### src/rtl/mtl_pkg.sv
`default_nettype none
// ============================================================================
//  Module      : mtl_pkg
//  Description : Shared display geometry, coordinate types and the touch
//                tracker state encoding.
//  Revision    : 1.0 - initial release
// ============================================================================
package mtl_pkg;

    localparam int H_ACTIVE = 800;
    localparam int V_ACTIVE = 480;

    typedef logic [9:0] x_coord_t;
    typedef logic [8:0] y_coord_t;

    typedef enum logic [1:0] {
        TP_IDLE    = 2'd0,
        TP_ACQUIRE = 2'd1,
        TP_TRACK   = 2'd2
    } touch_state_t;

endpackage
`default_nettype wire

### src/rtl/touch_point_tracker_if.sv
`default_nettype none
// ============================================================================
//  Module      : touch_point_tracker_if
//  Description : Sample/frame inputs and published-point outputs of the
//                touch point tracker.
//                master : touch source / frame timing side (drives i*)
//                slave  : tracker side (drives o*)
//  Signals     : iTouchValid  1  sample strobe
//                iTouchCount  2  fingers reported (0 = released)
//                iX1 / iY1   10/9 raw first-point coordinates
//                iNewFrame    1  frame-start pulse
//                oX1 / oY1   10/9 published coordinates
//                oTouchCount  2  published finger count
//                oTouchReady  1  published point valid
//  Revision    : 1.0 - initial release
// ============================================================================
interface touch_point_tracker_if;
    import mtl_pkg::*;

    logic        iTouchValid;
    logic [1:0]  iTouchCount;
    x_coord_t    iX1;
    y_coord_t    iY1;
    logic        iNewFrame;
    x_coord_t    oX1;
    y_coord_t    oY1;
    logic [1:0]  oTouchCount;
    logic        oTouchReady;

    modport master (
        output iTouchValid, iTouchCount, iX1, iY1, iNewFrame,
        input  oX1, oY1, oTouchCount, oTouchReady
    );

    modport slave (
        input  iTouchValid, iTouchCount, iX1, iY1, iNewFrame,
        output oX1, oY1, oTouchCount, oTouchReady
    );

endinterface
`default_nettype wire

### src/rtl/touch_iir_axis.sv
`default_nettype none
// ============================================================================
//  Module      : touch_iir_axis
//  Description : One coordinate axis: clamps the raw sample to MAXV, then
//                either loads it directly or applies a first-order IIR step
//                f <= f + ((s - f) >>> SHIFT).
//  Ports       : i_clk, i_rst_n  clock / async active-low reset
//                i_sample        raw coordinate
//                i_load          take the clamped sample unsmoothed
//                i_update        apply one IIR step toward the sample
//                o_value         current filter value
//  Revision    : 1.0 - initial release
// ============================================================================
module touch_iir_axis #(
    parameter int W     = 10,
    parameter int MAXV  = 799,
    parameter int SHIFT = 2
) (
    input  wire logic         i_clk,
    input  wire logic         i_rst_n,
    input  wire logic [W-1:0] i_sample,
    input  wire logic         i_load,
    input  wire logic         i_update,
    output logic      [W-1:0] o_value
);

    logic [W-1:0]        w_clamped;
    logic signed [W:0]   w_diff;
    logic [W-1:0]        value_d;
    logic [W-1:0]        value_q;

    assign w_clamped = (i_sample > W'(MAXV)) ? W'(MAXV) : i_sample;

    // One extra bit keeps the difference of two unsigned W-bit values exact.
    assign w_diff = $signed({1'b0, w_clamped}) - $signed({1'b0, value_q});

    always_comb begin
        value_d = value_q;
        if (i_load) begin
            value_d = w_clamped;
        end else if (i_update) begin
            // The step never overshoots the sample, so truncating back to
            // W bits is always exact.
            value_d = W'($signed({1'b0, value_q}) + (w_diff >>> SHIFT));
        end
    end

    always_ff @(posedge i_clk or negedge i_rst_n) begin
        if (!i_rst_n) begin
            value_q <= '0;
        end else begin
            value_q <= value_d;
        end
    end

    assign o_value = value_q;

endmodule
`default_nettype wire

### src/rtl/touch_point_tracker.sv
`default_nettype none
// ============================================================================
//  Module      : touch_point_tracker
//  Description : Turns raw single-point touch samples into stable display
//                coordinates: clamp to the active area, debounce touch-down,
//                smooth per axis, and publish only on frame-start pulses.
//  Ports       : iCLK    system clock
//                iRST_n  asynchronous active-low reset
//                bus     touch_point_tracker_if.slave (samples in, point out)
//  Revision    : 1.0 - initial release
// ============================================================================
module touch_point_tracker
    import mtl_pkg::*;
#(
    parameter int DEBOUNCE_SAMPLES = 2,
    parameter int FILT_SHIFT       = 2,
    parameter int TIMEOUT_FRAMES   = 4
) (
    input  wire logic             iCLK,
    input  wire logic             iRST_n,
    touch_point_tracker_if.slave  bus
);

    localparam int DB_W = $clog2(DEBOUNCE_SAMPLES + 1) < 1 ? 1 : $clog2(DEBOUNCE_SAMPLES + 1);
    localparam int TO_W = $clog2(TIMEOUT_FRAMES + 1) < 1 ? 1 : $clog2(TIMEOUT_FRAMES + 1);

    touch_state_t     state_d, state_q;
    logic [DB_W-1:0]  debounce_d, debounce_q;
    logic [TO_W-1:0]  timeout_d, timeout_q;
    logic [1:0]       count_d, count_q;
    x_coord_t         ox_d, ox_q;
    y_coord_t         oy_d, oy_q;
    logic [1:0]       oc_d, oc_q;
    logic             or_d, or_q;

    logic             w_load;
    logic             w_update;
    x_coord_t         w_fx;
    y_coord_t         w_fy;

    touch_iir_axis #(
        .W     (10),
        .MAXV  (H_ACTIVE - 1),
        .SHIFT (FILT_SHIFT)
    ) u_iir_x (
        .i_clk    (iCLK),
        .i_rst_n  (iRST_n),
        .i_sample (bus.iX1),
        .i_load   (w_load),
        .i_update (w_update),
        .o_value  (w_fx)
    );

    touch_iir_axis #(
        .W     (9),
        .MAXV  (V_ACTIVE - 1),
        .SHIFT (FILT_SHIFT)
    ) u_iir_y (
        .i_clk    (iCLK),
        .i_rst_n  (iRST_n),
        .i_sample (bus.iY1),
        .i_load   (w_load),
        .i_update (w_update),
        .o_value  (w_fy)
    );

    always_comb begin
        state_d    = state_q;
        debounce_d = debounce_q;
        timeout_d  = timeout_q;
        count_d    = count_q;
        ox_d       = ox_q;
        oy_d       = oy_q;
        oc_d       = oc_q;
        or_d       = or_q;
        w_load     = 1'b0;
        w_update   = 1'b0;

        // Publish from the registered state, so a sample arriving in the
        // same cycle only becomes visible at the following frame.
        if (bus.iNewFrame) begin
            if (state_q == TP_TRACK) begin
                ox_d = w_fx;
                oy_d = w_fy;
                oc_d = count_q;
                or_d = 1'b1;
            end else begin
                oc_d = 2'd0;
                or_d = 1'b0;
            end
        end

        if (bus.iTouchValid) begin
            // Any sample restarts the timeout, even one that coincides
            // with a frame pulse.
            timeout_d = '0;
            if (bus.iTouchCount == 2'd0) begin
                state_d    = TP_IDLE;
                debounce_d = '0;
            end else begin
                count_d = bus.iTouchCount;
                case (state_q)
                    TP_IDLE: begin
                        w_load     = 1'b1;
                        debounce_d = DB_W'(1);
                        state_d    = (DEBOUNCE_SAMPLES <= 1) ? TP_TRACK : TP_ACQUIRE;
                    end
                    TP_ACQUIRE: begin
                        w_update   = 1'b1;
                        debounce_d = debounce_q + DB_W'(1);
                        if (debounce_d >= DB_W'(DEBOUNCE_SAMPLES)) begin
                            state_d = TP_TRACK;
                        end
                    end
                    TP_TRACK: begin
                        w_update = 1'b1;
                    end
                    default: begin
                        state_d = TP_IDLE;
                    end
                endcase
            end
        end else if (bus.iNewFrame && (state_q != TP_IDLE)) begin
            // Reaching the limit forces release, and entering IDLE clears
            // the counter, so it never rests at the limit.
            if (timeout_q + TO_W'(1) >= TO_W'(TIMEOUT_FRAMES)) begin
                state_d    = TP_IDLE;
                timeout_d  = '0;
                debounce_d = '0;
            end else begin
                timeout_d = timeout_q + TO_W'(1);
            end
        end
    end

    always_ff @(posedge iCLK or negedge iRST_n) begin
        if (!iRST_n) begin
            state_q    <= TP_IDLE;
            debounce_q <= '0;
            timeout_q  <= '0;
            count_q    <= 2'd0;
            ox_q       <= '0;
            oy_q       <= '0;
            oc_q       <= 2'd0;
            or_q       <= 1'b0;
        end else begin
            state_q    <= state_d;
            debounce_q <= debounce_d;
            timeout_q  <= timeout_d;
            count_q    <= count_d;
            ox_q       <= ox_d;
            oy_q       <= oy_d;
            oc_q       <= oc_d;
            or_q       <= or_d;
        end
    end

    assign bus.oX1         = ox_q;
    assign bus.oY1         = oy_q;
    assign bus.oTouchCount = oc_q;
    assign bus.oTouchReady = or_q;

endmodule
`default_nettype wire

### src/flat_wrapper.sv
// flat-port wrapper written by rule: the top's interface ports become plain ports
module touch_point_tracker_flat import mtl_pkg::*;
#(
    parameter int DEBOUNCE_SAMPLES = 2,
    parameter int FILT_SHIFT       = 2,
    parameter int TIMEOUT_FRAMES   = 4
)
  (iCLK, iRST_n, bus_iTouchValid, bus_iTouchCount, bus_iX1, bus_iY1, bus_iNewFrame, bus_oX1, bus_oY1, bus_oTouchCount, bus_oTouchReady);
  touch_point_tracker_if bus_i ();
  input  wire logic iCLK;
  input  wire logic iRST_n;
  input wire logic [$bits(bus_i.iTouchValid)-1:0] bus_iTouchValid;
  input wire logic [$bits(bus_i.iTouchCount)-1:0] bus_iTouchCount;
  input wire logic [$bits(bus_i.iX1)-1:0] bus_iX1;
  input wire logic [$bits(bus_i.iY1)-1:0] bus_iY1;
  input wire logic [$bits(bus_i.iNewFrame)-1:0] bus_iNewFrame;
  output wire logic [$bits(bus_i.oX1)-1:0] bus_oX1;
  output wire logic [$bits(bus_i.oY1)-1:0] bus_oY1;
  output wire logic [$bits(bus_i.oTouchCount)-1:0] bus_oTouchCount;
  output wire logic [$bits(bus_i.oTouchReady)-1:0] bus_oTouchReady;
  assign bus_i.iTouchValid = bus_iTouchValid;
  assign bus_i.iTouchCount = bus_iTouchCount;
  assign bus_i.iX1 = bus_iX1;
  assign bus_i.iY1 = bus_iY1;
  assign bus_i.iNewFrame = bus_iNewFrame;
  assign bus_oX1 = bus_i.oX1;
  assign bus_oY1 = bus_i.oY1;
  assign bus_oTouchCount = bus_i.oTouchCount;
  assign bus_oTouchReady = bus_i.oTouchReady;
  touch_point_tracker #(.DEBOUNCE_SAMPLES(DEBOUNCE_SAMPLES), .FILT_SHIFT(FILT_SHIFT), .TIMEOUT_FRAMES(TIMEOUT_FRAMES)) u_core (.iCLK(iCLK), .iRST_n(iRST_n), .bus(bus_i));
endmodule
### config.mk
export PLATFORM = sky130hd
export DESIGN_NAME = touch_point_tracker_flat
export DESIGN_NICKNAME = d
export VERILOG_FILES = /design/src/rtl/mtl_pkg.sv /design/src/rtl/touch_point_tracker_if.sv /design/src/rtl/touch_iir_axis.sv /design/src/rtl/touch_point_tracker.sv /design/src/flat_wrapper.sv
export SDC_FILE = /design/constraint.sdc
export NUM_CORES = 1
export LEC_CHECK = 0
export ABC_AREA = 1
export BUFFER_PORTS_ARGS = -buffer_cell sky130_fd_sc_hd__buf_4
export CORE_MARGIN = 8
export CORE_UTILIZATION = 35
export DETAILED_ROUTE_END_ITERATION = 12
export PLACE_DENSITY = 0.61
export RECOVER_POWER = 100
export SLEW_MARGIN = 20
export SYNTH_ARGS = -nofsm -noshare
export SYNTH_HDL_FRONTEND = slang
export SYNTH_SLANG_ARGS = --single-unit
### constraint.sdc
create_clock -name iCLK -period 4.4 [get_ports iCLK]
set_clock_uncertainty 0.1 [all_clocks]
set_input_delay 0 -clock iCLK [delete_from_list [all_inputs] [get_ports iCLK]]
set_output_delay 0 -clock iCLK [all_outputs]
set_load 0.05 [all_outputs]
==> impl_metrics.yaml, run 1 <==
clocking:
  cts_tree: "done"
  clock_latency_ns: 0.29
  cts_setup_buffers: 0
  clk_pin_slew_ns: 0.07
  clock-root-buffer: "clkbuf_16"
  cts_buffer_depth: 2
  ctsHtreeMaxLevel: 2
  clock-sinks: 50
  cts_buffers: 5
  cts_resized: 0
hold_path:
  min_from: "bus_iX1[6]"
  holdPathStages: 5
  worstHoldEndpoint: "u_core.u_iir_x.o_value[6]"
  min_path_type: "input port to flop"
route:
  wl_per_cell_um: 13.2
  viasPerCell: 4.79
  vias: 3499
  wirelength_um: 9680
  drc: 0
  drt_iter0_drc: 225
  drtAntennaViolNets: 0
  drtPass1Iterations: 4
critical_path:
  cp.required_ns: 4.51
  worst_setup_path_end_kind: "flop"
  r2r_end: "u_core.u_iir_x.o_value[6]"
  crit_type: "input port to flop"
  cp_slowest_cell: "dlygate4sd3_1"
  crit_arrival_ns: 3.72
  ff2ff_path_depth: 18
  crit_fanout: 5
  cp-start-kind: "input port"
  r2r_start: "u_core.u_iir_x.o_value[1]"
  r2r_slack_ns: 1.25
  critPathMaxStageDelay_ns: 0.53
  crit_top_cell: "nand2_1"
  path_cells: "dlygate4sd3_1, clkbuf_1, nand2_1, inv_1, nand2_1, inv_1, or2_2, ha_1, nand2_1, nand2_1, or2_2, nand2_1, inv_1, ha_1, fa_1, nand3_1, nand3_1, nand2_1, nand2_1, a21oi_1, nor2_1, nor2_1, nand2_1, o211ai_1"
synth:
  muxShareOfSynthArea_pct: 0
  netlist_area_um2: 4030
  synth-simple-area-share_pct: 24.4
  ys_top_cells_by_area: "dfrtp_1 (31%), ha_1 (12%), nand2_1 (12%)"
  synth_edf_count: 0
  synth_top_family_by_area: "simple AND/OR/NAND/NOR gates"
  ys.flop_type: "dfrtp_1"
  synthArstFlopShare_pct: 100
  yosys.area.top_type: "dfrtp_1"
  synthCells: 528
  synthXorXnorAreaFrac_pct: 3.26
  yosysSeqAreaShare_pct: 31.0
  avgSynthCellArea_um2: 7.64
  synth_top_area_share_pct: 31.0
  ys_ff_latch: 50
  syn-num-nets: 595
  synthAdderAreaFrac_pct: 13.4
  synth_warnings: 0
  ys_types: 50
  synth_compound_area_share_pct: 17.5
grt:
  grt_overflow: 0
  busiest_layer: "met2"
  antenna_found_initial: 0
  grt_first_pass_wirelength_um: 16600
  grt_pass1_vias: 3510
  gr-usage-met2_pct: 22.5
  grt_max_degree: 51
  use_met3_pct: 2.92
  grt.total_usage_pct: 13.5
  use_met1_pct: 17.4
status:
  status: "finished with violations"
  violations: "capacitance limit, slew limit"
sta:
  worst_pin_slew_ns: 2.73
  hold_slack_ns: 0.0293
  rsz0062_at_grt: "no"
  maxSlewViolCount: 51
  finalSetupViolCount: 0
  period_share_pct: 82.0
  slew_headroom_pct: -82.2
  finalCriticalPeriod_ns: 3.61
  max_freq_mhz: 277
  setup_tns_ns: 0
  hold_viol: 0
cells_and_area:
  stdcell_area_um2: 4650
  final_cell_mix: "nand2_1 (129), inv_1 (79), dfrtp_1 (50), ha_1 (40), o21ai_0 (33)"
  nNetsFinal: 654
  antenna_cells: 0
  final_common_cell: "nand2_1"
  drive_gt1_share_pct: 11.2
  area_delta_synth_final_pct: 15.3
floorplan:
  core_um2: 11300
  die_w_um: 123
  die_h_um: 123
  dieArea_um2: 15200
  start_util_pct: 35.6
  rows: 39
  io_pins: 47
placed_design:
  io_buffers: 46
  dp.final_hpwl_um: 7610
  postPlaceCellArea_um2: 4490
  place_congestion: 0.881
job:
  maxCapViolations: 1
-- per-layer routing --
| layer | share of wire, % | wire length (um) | up-vias |
|---|---|---|---|
| li1 | - | - | 1828 |
| met1 | 48 | 4670 | 1606 |
| met2 | 45 | 4390 | 55 |
| met3 | 5.4 | 523 | 10 |
| met4 | 1.0 | 100 | 0 |
| met5 | 0 | 0 | - |
-- timing repair --
action	4_1_cts	5_1_grt
setup endpoints to repair	0	0
endpoints found under the hold margin	71	0
hold buffers	18	0
-- how the worst max path moves through the flow --
stage                from                         to  slack [ns]  cells past startpoint
6_report       bus_iX1[8]  u_core.u_iir_x.o_value[6]        0.79                     24
5_1_grt        bus_iX1[8]  u_core.u_iir_x.o_value[6]        0.47                     24
4_1_cts        bus_iX1[8]  u_core.u_iir_x.o_value[6]        0.92                     24
3_5_place_dp   bus_iX1[6]  u_core.u_iir_x.o_value[9]        1.15                     24
3_3_place_gp   bus_iX1[6]  u_core.u_iir_x.o_value[6]        1.20                     23
2_1_floorplan  bus_iX1[6]  u_core.u_iir_x.o_value[6]        1.58                     22
-- critical path, delay by kind of cell --
kind                     cells  cell delay, ns
AND/OR/NAND/NOR             14            1.67
adder cells (fa/ha/maj)      3            0.94
buffers and inverters        5            0.87
AO/OA/AOI/OAI                2            0.24
-- logic make-up (layout without fill, tap and decap cells) --
logic type	Yosys count	in the layout
buffers and inverters	102	162
adder cells (fa/ha/maj)	42	42
AND/OR/NAND/NOR	213	213
flip-flops	50	50
AO/OA/AOI/OAI	106	106
XOR/XNOR	15	15
-- sequential cells by signal, indices dropped and copies added (netlist names) --
signal	flops
u_core.debounce_q	2
u_core.bus.oTouchCount	2
u_core.count_q	2
u_core.bus.oTouchReady	1
u_core.timeout_q	3
u_core.state_q	2
u_core.u_iir_y.o_value	9
u_core.bus.oX1	10
u_core.bus.oY1	9
u_core.u_iir_x.o_value	10
-- per-stage QoR --
step / worst slack, ns / utilization (%) / std cells
final: 0.790 / 41.1 / 731
after global routing: 0.470 / 41.1 / 731
after CTS: 0.917 / 42.7 / 731
after detailed placement: 1.15 / 39.6 / 705
after global placement: 1.20 / 39.6 / 705
after floorplan: 1.58 / - / 528
-- synthesized netlist by cell type (4+ instances only) --
library cell,instances
a21o_1,4
a21oi_1,27
a21oi_2,6
clkbuf_1,9
dfrtp_1,50
ha_1,40
inv_1,76
inv_2,10
nand2_1,125
nand2_2,7
nand3_1,26
nand4_1,5
nor2_1,26
o211ai_1,4
o21ai_0,29
o21ai_1,11
or2_2,8
xor2_1,12
-- final cells by class --
class                      count  area, um2
sequential                    50       1250
clock buffer                   6        129
fill                        1206       6670
multi-input combinational    376       2280
tap                          143        179
inverter                      89        342
timing repair buffer          65        432
clock inverter                 2       37.5
Power of run 1 is left out: the tool's default activity adds up to more than one toggle a clock period on the data nets, which glitch-free logic cannot reach.
==> inputs of run 2 (changes only) <==
--- a/config.mk
+++ b/config.mk
@@ -10,7 +10,7 @@
 export CORE_MARGIN = 8
 export CORE_UTILIZATION = 35
 export DETAILED_ROUTE_END_ITERATION = 12
-export PLACE_DENSITY = 0.61
+export PLACE_DENSITY = 0.63
 export RECOVER_POWER = 100
 export SLEW_MARGIN = 20
 export SYNTH_ARGS = -nofsm -noshare
==> constraint.sdc (replaced) <==
create_clock -name iCLK -period 3.26 [get_ports iCLK]
set_clock_uncertainty 0.1 [all_clocks]
set_input_delay 0 -clock iCLK [delete_from_list [all_inputs] [get_ports iCLK]]
set_output_delay 0 -clock iCLK [all_outputs]
set_load 0.05 [all_outputs]
==> impl_metrics.yaml, run 2 (synthesized netlist as in run 1, its figures left out) <==
status:
  status: "finished clean"
cells_and_area:
  antenna_cells: 0
  nNetsFinal: 655
  final_cells: 732
  final_cell_mix: "nand2_1 (124), inv_1 (76), dfrtp_1 (50), ha_1 (38), o21ai_0 (30)"
  n_fill_cell: 1203
  drive_gt1_share_pct: 16.6
  area_delta_synth_final_pct: 18.7
  multi_input_area_um2: 2400
  seqCellArea_um2: 1250
  final_common_cell: "nand2_1"
job:
  maxCapViolations: 0
floorplan:
  die_w_um: 123
  core_um2: 11300
  dieArea_um2: 15200
  die_h_um: 123
  io_pins: 47
  start_util_pct: 35.6
  rows: 39
critical_path:
  path_delay_family: "simple AND/OR/NAND/NOR gates"
  crit_arrival_ns: 3.20
  r2r_slack_ns: 0.29
  cp.required_ns: 3.37
  crit_top_cell: "nand2_1"
  cp_slowest_cell: "dlygate4sd3_1"
  worst_setup_path_end_kind: "flop"
  crit_buf_inv: 3
  crit_type: "input port to flop"
  cp-start-kind: "input port"
  crit_fanout: 5
  path_cells: "dlygate4sd3_1, buf_4, or2_2, ha_1, nand2_2, nand2_4, or2_2, nand2_1, inv_1, ha_1, fa_2, nand3_1, nand3_1, nand2_1, nand2_1, a21oi_2, nor2_1, nor2_1, nand2_1, o211ai_1"
  critPathMaxStageDelay_ns: 0.54
sta:
  finalCriticalPeriod_ns: 3.09
  worst_pin_slew_ns: 1.30
  period_share_pct: 94.7
  hold_viol: 0
  setup_tns_ns: 0
  maxSlewViolCount: 0
  finalSetupViolCount: 0
  max_freq_mhz: 324
  rsz0062_at_grt: "yes"
  slew_headroom_pct: 13.6
placed_design:
  dp.final_hpwl_um: 7680
  place_congestion: 0.915
  io_buffers: 46
  dp_cells: 705
clocking:
  ctsHtreeMaxLevel: 2
  cts_buffer_depth: 2
  clock_latency_ns: 0.29
  clock-root-buffer: "clkbuf_16"
  cts_buffers: 5
  cts_tree: "done"
  clk_pin_slew_ns: 0.07
  clock-sinks: 50
route:
  drtAntennaViolNets: 0
  wirelength_um: 10100
  vias: 3536
  drtPass1Iterations: 7
  drt_iter0_drc: 139
  drc: 0
  viasPerCell: 4.83
  wl_per_cell_um: 13.7
grt:
  grt.total_usage_pct: 13.9
  grt_max_degree: 51
  grt_overflow: 0
  grt_pass1_vias: 3648
  grt_first_pass_wirelength_um: 17100
  antenna_found_initial: 0
hold_path:
  min_path_type: "input port to flop"
## run 2: worst register-to-register path: cells and delay by family (launching register included)
family                     cells  cell delay (ns)
buffers and inverters          2             0.15
and+or+nand+nor               11             1.06
adders and majority gates      3             0.95
AOI/OAI and AO/OA              2             0.21
DFF                            1             0.43
## run 2: worst paths after layout
path / start / to / depth (start not counted)
min: bus_iX1[6] / u_core.u_iir_x.o_value[6] / 5
min in group asynchronous: iRST_n / u_core.bus.oTouchCount[0] / 2
max: bus_iX1[1] / u_core.u_iir_x.o_value[6] / 20
min reg2reg: u_core.bus.oX1[6] / u_core.bus.oX1[6] / 2
max reg2reg: u_core.u_iir_x.o_value[1] / u_core.u_iir_x.o_value[6] / 18
max in group asynchronous: iRST_n / u_core.u_iir_x.o_value[2] / 2
## run 2: cell type report
cell class / instances / area share [%]
multi-input cells: 376 / 50.1
flip-flops and latches: 50 / 26.1
repair buffers: 66 / 9.51
inverters: 89 / 7.13
well taps: 143 / 3.74
clock buffers: 7 / 3.19
clock inverters: 1 / 0.183
## run 2: what timing repair did
action | in CTS | in global routing
endpoints found under the hold margin | 71 | 0
setup endpoints to repair | 0 | 8
hold buffers | 18 | 0
resized for setup | 0 | 13
setup buffers | 0 | 1
## run 2: stage by stage
stage / area (um2) / setup WS [ns] / utilization (%) / hold slack [ns]
floorplan: 4030 / 0.442 / - / -0.396
global route: 4790 / -0.0170 / 42.3 / 0.0500
global placement: 4490 / 0.0528 / 39.6 / -0.0285
detailed placement: 4490 / 0.00608 / 39.6 / -0.0204
finish: 4790 / 0.172 / 42.3 / 0.0230
CTS: 4830 / 0.0872 / 42.6 / 0.0194
## run 2: per-layer routing
layer	up-vias	wire [um]	GRT usage (%)
met5	-	0	0
met4	0	146	4.51
met3	10	515	2.88
met2	66	4650	22.7
met1	1611	4750	17.9
li1	1849	-	-
Power of run 2 is left out for the same reason.
==> inputs of run 3 (changes only) <==
--- a/config.mk
+++ b/config.mk
@@ -6,11 +6,11 @@
 export NUM_CORES = 1
 export LEC_CHECK = 0
 export ABC_AREA = 1
-export BUFFER_PORTS_ARGS = -buffer_cell sky130_fd_sc_hd__buf_4
 export CORE_MARGIN = 8
 export CORE_UTILIZATION = 35
 export DETAILED_ROUTE_END_ITERATION = 12
-export PLACE_DENSITY = 0.63
+export DONT_BUFFER_PORTS = 1
+export PLACE_DENSITY = 0.6
 export RECOVER_POWER = 100
 export SLEW_MARGIN = 20
 export SYNTH_ARGS = -nofsm -noshare
==> impl_metrics.yaml, run 3 (synthesized netlist as in run 1, its figures left out) <==
status:
  status: "finished with violations"
  violations: "capacitance limit, slew limit"
critical_path:
  cp.depth: 19
  ff2ff_path_depth: 18
  crit_type: "input port to flop"
  path_cells: "dlygate4sd3_1, or2_2, ha_1, nand2_2, nand2_4, or2_2, nand2_1, inv_1, ha_1, fa_1, nand3_1, nand3_1, nand2_1, nand2_1, a21oi_1, nor2_1, nor2_1, nand2_1, o211ai_1"
  crit_buf_inv: 2
  cp.required_ns: 3.36
  worst_setup_path_end_kind: "flop"
  crit_start: "bus_iX1[1]"
  path_delay_family: "simple AND/OR/NAND/NOR gates"
  r2r_start: "u_core.u_iir_x.o_value[1]"
  crit_fanout: 5
  crit_top_cell: "nand2_1"
  cp_slowest_cell: "dlygate4sd3_1"
  cp-start-kind: "input port"
  critPathMaxStageDelay_ns: 0.53
  crit_arrival_ns: 3.16
placed_design:
  postPlaceCellArea_um2: 4150
  place_congestion: 0.874
  io_buffers: 0
  dp.final_hpwl_um: 7570
sta:
  setup_tns_ns: 0
  rsz0062_at_grt: "no"
  worst_pin_slew_ns: 2.35
  hold_slack_ns: 0.0204
  slew_headroom_pct: -56.6
  finalSetupViolCount: 0
  hold_viol: 0
  finalCriticalPeriod_ns: 3.06
  maxSlewViolCount: 51
  max_freq_mhz: 327
  period_share_pct: 93.9
route:
  vias: 3401
  wirelength_um: 9600
  wl_per_cell_um: 13.8
  drt_iter0_drc: 181
  viasPerCell: 4.89
  drtPass1Iterations: 4
  drc: 0
  drtAntennaViolNets: 0
floorplan:
  io_pins: 47
  rows: 39
  die_w_um: 123
  die_h_um: 123
  dieArea_um2: 15200
  start_util_pct: 35.6
  core_um2: 11300
clocking:
  cts_resized: 0
  cts_buffers: 5
  clock-sinks: 50
  cts_tree: "done"
  clock-root-buffer: "clkbuf_16"
  clk_pin_slew_ns: 0.06
  ctsHtreeMaxLevel: 2
  cts_buffer_depth: 2
  clock_latency_ns: 0.28
grt:
  grt.total_usage_pct: 13.0
  grt_first_pass_wirelength_um: 16200
  antenna_found_initial: 0
  grt_max_degree: 51
  grt_overflow: 0
  grt_pass1_vias: 3406
cells_and_area:
  area_delta_synth_final_pct: 12.3
  drive_gt1_share_pct: 10.3
  n_fill_cell: 1162
  final_common_cell: "nand2_1"
  final_cell_mix: "nand2_1 (125), inv_1 (77), dfrtp_1 (50), ha_1 (40), o21ai_0 (32)"
  antenna_cells: 0
  stdcell_area_um2: 4530
  nNetsFinal: 618
  utilization_pct: 40.0
job:
  maxCapViolations: 1
hold_path:
  min_path_type: "input port to flop"
  min_from: "bus_iX1[7]"
  holdPathStages: 4
## run 3: area by class of cell
cell class / count / area, um2 / share of cell area (%)
clock buffer: 6 / 129 / 2.85
clock inverter: 2 / 37.5 / 0.829
sequential: 50 / 1250 / 27.6
inverter: 89 / 342 / 7.54
timing repair buffer: 29 / 279 / 6.16
tap: 143 / 179 / 3.95
multi-input combinational: 376 / 2310 / 51.0
## run 3: stage by stage
stage	setup slack [ns]	std cells
CTS	0.195	694
detailed placement	0.139	660
finish	0.200	695
global route	0.00569	695
floorplan	0.442	528
global placement	0.208	660
## run 3: worst paths after layout
| path | end | slack [ns] |
|---|---|---|
| setup / recovery | u_core.u_iir_x.o_value[6] | 0.20 |
| hold / removal | u_core.u_iir_x.o_value[7] | 0.02 |
| setup reg to reg | u_core.u_iir_x.o_value[6] | 0.22 |
| hold reg to reg | u_core.debounce_q[1] | 0.41 |
| max in group asynchronous | u_core.bus.oX1[9] | 0.61 |
| min in group asynchronous | u_core.bus.oTouchCount[0] | 1.06 |
## run 3: worst register-to-register path: cells and delay by family, from the launching register on
kind | cells | cell delay (ns)
AOI/OAI and AO/OA | 2 | 0.24
adders and majority gates | 3 | 0.98
and+or+nand+nor | 11 | 1.07
DFF | 1 | 0.42
buffers and inverters | 2 | 0.14
## run 3: routing by layer
metal / track usage (%) / part of all wire, %
met5: 0 / 0
met4: 2.18 / 0.79
met3: 3.61 / 6.7
met2: 21.8 / 46
met1: 16.5 / 47
## run 3: what timing repair did
action                     4_1_cts  5_1_grt
hold buffers                    26        0
buffers inserted                 0        1
hold endpoints to repair        80        0
setup endpoints to repair        0        2
Power of run 3 is left out for the same reason.
